## config.mk

```make
export PLATFORM = sky130hd
export DESIGN_NAME = ascii_uart_tx
export DESIGN_NICKNAME = d
export VERILOG_FILES = /design/src/rtl/ascii_uart_tx.sv
export SDC_FILE = /design/constraint.sdc
export NUM_CORES = 1
export LEC_CHECK = 0
export CORE_MARGIN = 2
export CORE_UTILIZATION = 54
export CTS_CLUSTER_DIAMETER = 100
export DETAILED_ROUTE_END_ITERATION = 8
export PLACE_DENSITY = 0.79
export SETUP_SLACK_MARGIN = 0.5
export SYNTH_ARGS = -nofsm -noshare
export SYNTH_HDL_FRONTEND = slang
export SYNTH_SLANG_ARGS = --single-unit
```

## constraint.sdc

```tcl
create_clock -name clk -period 2.2 [get_ports clk]
set_clock_uncertainty 0.2 [all_clocks]
set_input_delay 0.22 -clock clk [delete_from_list [all_inputs] [get_ports clk]]
set_output_delay 0.22 -clock clk [all_outputs]
set_load 0.02 [all_outputs]
```

## src/rtl/ascii_uart_tx.sv

```systemverilog
// ascii_uart_tx: serialises a latched 3-character ASCII field as 8N1 UART
// frames, MS character first, optionally followed by CR LF. Provides the
// busy/done handshake for the sampler that triggers each transmission.
module ascii_uart_tx #(
  parameter int CLK_FREQ    = 100000000,
  parameter int BAUD        = 115200,
  parameter int APPEND_CRLF = 1
) (
  input  logic        clk,
  input  logic        rst,
  input  logic [23:0] ascii,
  input  logic        send,
  output logic        busy,
  output logic        done,
  output logic        tx
);

  localparam int CPB = CLK_FREQ / BAUD;
  localparam int CW  = (CPB > 1) ? $clog2(CPB) : 1;
  localparam logic [CW-1:0] CNT_MAX   = CW'(CPB - 1);
  localparam logic [2:0]    LAST_BYTE = (APPEND_CRLF != 0) ? 3'd4 : 3'd2;

  typedef enum logic [1:0] {IDLE, START, DATA, STOP} state_t;

  state_t        state, state_n;
  logic [CW-1:0] cnt, cnt_n;
  logic [2:0]    bit_idx, bit_n;
  logic [2:0]    byte_idx, byte_n;
  logic [23:0]   hold, hold_n;
  logic          tx_n, busy_n, done_n;
  logic [7:0]    cur_byte;
  logic          bit_end;

  assign bit_end = (cnt == CNT_MAX);

  // Byte currently on the line: three held characters, then CR, LF.
  always_comb begin
    cur_byte = 8'h0A;
    case (byte_idx)
      3'd0:    cur_byte = hold[23:16];
      3'd1:    cur_byte = hold[15:8];
      3'd2:    cur_byte = hold[7:0];
      3'd3:    cur_byte = 8'h0D;
      default: cur_byte = 8'h0A;
    endcase
  end

  // Next state and next registered outputs; tx/busy/done are computed one
  // step ahead so they come straight out of flops.
  always_comb begin
    state_n = state;
    cnt_n   = cnt;
    bit_n   = bit_idx;
    byte_n  = byte_idx;
    hold_n  = hold;
    tx_n    = tx;
    busy_n  = busy;
    done_n  = 1'b0;
    case (state)
      IDLE: begin
        tx_n   = 1'b1;
        busy_n = 1'b0;
        if (send) begin
          hold_n  = ascii;
          byte_n  = 3'd0;
          cnt_n   = '0;
          state_n = START;
          tx_n    = 1'b0;
          busy_n  = 1'b1;
        end
      end
      START: begin
        if (bit_end) begin
          cnt_n   = '0;
          bit_n   = 3'd0;
          state_n = DATA;
          tx_n    = cur_byte[0];
        end else begin
          cnt_n = cnt + 1'b1;
        end
      end
      DATA: begin
        if (bit_end) begin
          cnt_n = '0;
          if (bit_idx == 3'd7) begin
            state_n = STOP;
            tx_n    = 1'b1;
          end else begin
            bit_n = bit_idx + 3'd1;
            tx_n  = cur_byte[bit_idx + 3'd1];
          end
        end else begin
          cnt_n = cnt + 1'b1;
        end
      end
      STOP: begin
        if (bit_end) begin
          cnt_n = '0;
          if (byte_idx == LAST_BYTE) begin
            // Line complete; a send in the done cycle is taken from IDLE.
            state_n = IDLE;
            busy_n  = 1'b0;
            done_n  = 1'b1;
            tx_n    = 1'b1;
          end else begin
            // Next frame starts immediately, no extra idle bit.
            byte_n  = byte_idx + 3'd1;
            state_n = START;
            tx_n    = 1'b0;
          end
        end else begin
          cnt_n = cnt + 1'b1;
        end
      end
      default: state_n = IDLE;
    endcase
  end

  // State and output registers with synchronous reset; reset abandons any
  // partial line without a done pulse.
  always_ff @(posedge clk) begin
    if (rst) begin
      state    <= IDLE;
      cnt      <= '0;
      bit_idx  <= 3'd0;
      byte_idx <= 3'd0;
      hold     <= 24'h0;
      tx       <= 1'b1;
      busy     <= 1'b0;
      done     <= 1'b0;
    end else begin
      state    <= state_n;
      cnt      <= cnt_n;
      bit_idx  <= bit_n;
      byte_idx <= byte_n;
      hold     <= hold_n;
      tx       <= tx_n;
      busy     <= busy_n;
      done     <= done_n;
    end
  end

endmodule
```

==> impl_metrics.ini <==
[critical_path]
cp_slowest_cell = dfxtp_4
cp_cell_sequence = inv_4 -> ha_4 -> buf_4 -> a22o_1 -> a211oi_1 -> o41ai_1 -> a31oi_1 -> o31ai_1
cp_data_required_time_ps = 2200
cp.arrival_ps = 2090
slowest_delay_ps = 380
start_kind = register
worstPathMaxFanout = 4
crit_path_end_kind = register
path_class = reg -> reg

[job]
cap_violations = 0

[global_routing]
overflow = 0
grt_pass1_vias = 2119
grt_use_total_pct = 29.0
antenna_found_initial = 0
grt_start_max_net_pins = 25
grt_pass1_wl_mm = 9.93

[synth]
syn_avg_cell_area_um2 = 8.10
synth_edf_count = 0
synth-seq-cells = 45
syn_area_um2 = 2230
synthesis.nets = 316
ys_types = 46
syn_inst = 275
ys_seq_area_share_pct = 40.4
async_flop_share_pct = 0
ys.flop_type = dfxtp_1
synth_warnings = 0

[die]
core_um2 = 4000
rows = 23
die_h_um = 68.2
dieArea_um2 = 4660
die_x_um = 68.2
start_util_pct = 55.7
ios = 30

[layout]
final_nets = 360
drive_gt1_share_pct = 26.9
fillCellCount = 266
multi_input_area_um2 = 1470
diodes = 0
fin_util_pct = 78.0
regArea_um2 = 927
area_growth_pct = 40.1

[placed_design]
numPortBuffers = 29
dpl_worst_slack_ps = 211
place.gp.congestion = 0.944
dpl.hpwl_mm = 3.63

[cts]
htreeDepth = 2
cts_tree = built
cts_buffer_depth = 2
numCtsBuffers = 5
clk_latency_ps = 320
clk_pin_slew_ps = 90
cts_root_buf = clkbuf_8
numClockSinks = 45

[timing]
postLayoutSetupSlackWorst_ps = 108
period_share_pct = 95.1
worst_pin_slew_ps = 426
rsz0062_at_grt = yes
setup_viol = 0
fin_crit_ps = 2090
finalHoldViolCount = 0
max-slew-margin-rel_pct = 71.6
fmax_mhz = 478
final_max_slew_viol_count = 0
fin_tns_setup_ps = 0

[drt]
vias = 2214
dr.pass1.iters = 5
remaining_drc_errors = 0
drtIter0Drc = 259
finalWirelength_mm = 6.50
routedWlPerCell_um = 17.6
via_per_inst = 5.98
drtAntennaViolNets = 0

[power]
cellPowerDensity_nw_per_um2 = 880
leakagePower_uw = 0.00116
vdd_drop_max_mv = 0.457

[status]
status = finished clean

[hold_path]
hold_path_class = in -> reg
-- Yosys cell counts (4+ instances only) --
cell type,instances,area [µm²]
nand4_1,4,25.0
ha_1,14,175
nand2_1,60,225
buf_2,5,25.0
a211oi_1,4,30.0
a22oi_1,4,30.0
nor2_1,14,52.6
o21ai_0,6,30.0
nor3_1,4,20.0
clkbuf_1,12,45.0
dfxtp_1,45,901
a21oi_1,38,190
nand3_1,9,45.0
xor2_1,7,61.3
inv_1,7,26.3
-- critical path: cells and delay by family, from the launching register on --
kind | cells | cell delay [ps]
compound gates | 5 | 1020
flops | 1 | 380
buf+inv | 2 | 190
fa+ha+maj | 1 | 170
-- path summary, 6_finish.rpt --
path                            depth (start not counted)                    end                startpoint  slack [ps]
worst min register to register                          2  hold[10]$_SDFFE_PP0P_     hold[10]$_SDFFE_PP0P_         270
worst max register to register                          8        tx$_SDFFE_PP1P_  byte_idx[1]$_SDFFE_PP0P_         110
worst min-delay path                                    3  hold[10]$_SDFFE_PP0P_                 ascii[10]         250
worst max-delay path                                    8        tx$_SDFFE_PP1P_  byte_idx[1]$_SDFFE_PP0P_         110
-- routing by layer --
layer / wire (µm) / vias up / global-route usage (%)
li1: - / 1045 / -
met1: 2670 / 1043 / 35.4
met2: 3070 / 98 / 46.8
met3: 444 / 28 / 5.92
met4: 316 / 0 / 17.5
met5: 0 / - / 0
-- timing repair --
item / in CTS / in global routing
pin swaps: 18 / 22
buffers inserted: 14 / 4
hold buffers: 0 / 0
setup endpoints to repair: 19 / 45
cloned: 0 / 0
resized for setup: 37 / 27
-- placed cells by master (no fill, tap or decap), types with 2 or more instances in the layout --
cell	count
dfxtp_1	38
clkbuf_8	5
buf_12	2
a31oi_1	2
a21oi_1	35
buf_6	5
ha_1	7
buf_4	17
inv_4	3
a222oi_1	2
o21ai_0	4
nor3_2	3
a22oi_1	4
ha_2	2
xor2_1	7
nand2_2	2
nand3_2	3
dfxtp_4	7
nor2b_4	2
nand4_1	4
nor2_1	12
ha_4	5
inv_1	3
o21ai_1	2
clkinvlp_4	2
clkdlybuf4s50_1	28
a21oi_2	3
nor3_4	2
nor2_4	2
nand3_1	6
a22o_1	3
nand2_1	58
a211oi_1	3
-- metrics by stage --
| step | std cells | area [µm²] | power [µW] | hold WS, ps |
|---|---|---|---|---|
| after floorplan | 275 | 2320 | 1640 | 156 |
| after global placement | 344 | 2640 | 1870 | 246 |
| after detailed placement | 344 | 2640 | 1890 | 258 |
| after CTS | 366 | 2990 | 2550 | 250 |
| after global routing | 370 | 3120 | 2900 | 260 |
| final | 370 | 3120 | 2750 | 249 |
-- cell type report --
type	count	share of cell area, %
Clock buffer	6	2.32
Clock inverter	2	0.481
Inverter	8	1.40
Multi-Input combinational cell	205	47.1
Sequential cell	45	29.7
Tap cell	50	2.00
Timing Repair Buffer	54	17.0
-- where the power goes --
part,internal (µW),total [µW],switching [µW]
Clock,224,530,306
Sequential,948,1040,96.5
Combinational,533,1170,642
Total,1700,2750,1040
-- cells by family (layout without fill, tap and decap cells) --
| family | Yosys count | count (layout) | synth area share, % |
|---|---|---|---|
| AND/OR/NAND/NOR | 107 | 107 | 22.0 |
| adder cells (fa/ha/maj) | 14 | 14 | 7.86 |
| flip-flops | 45 | 45 | 40.4 |
| multiplexers | 2 | 2 | 1.12 |
| AO/OA/AOI/OAI | 74 | 74 | 21.0 |
| XOR/XNOR | 8 | 8 | 3.14 |
| buffers and inverters | 25 | 70 | 4.49 |
-- flip-flops by register name (all words and copies together) (netlist names) --
signal / count
bit_idx: 3
busy: 1
byte_idx: 3
cnt: 10
done: 1
hold: 24
state: 2
tx: 1
(Power assumes the default switching activity.)
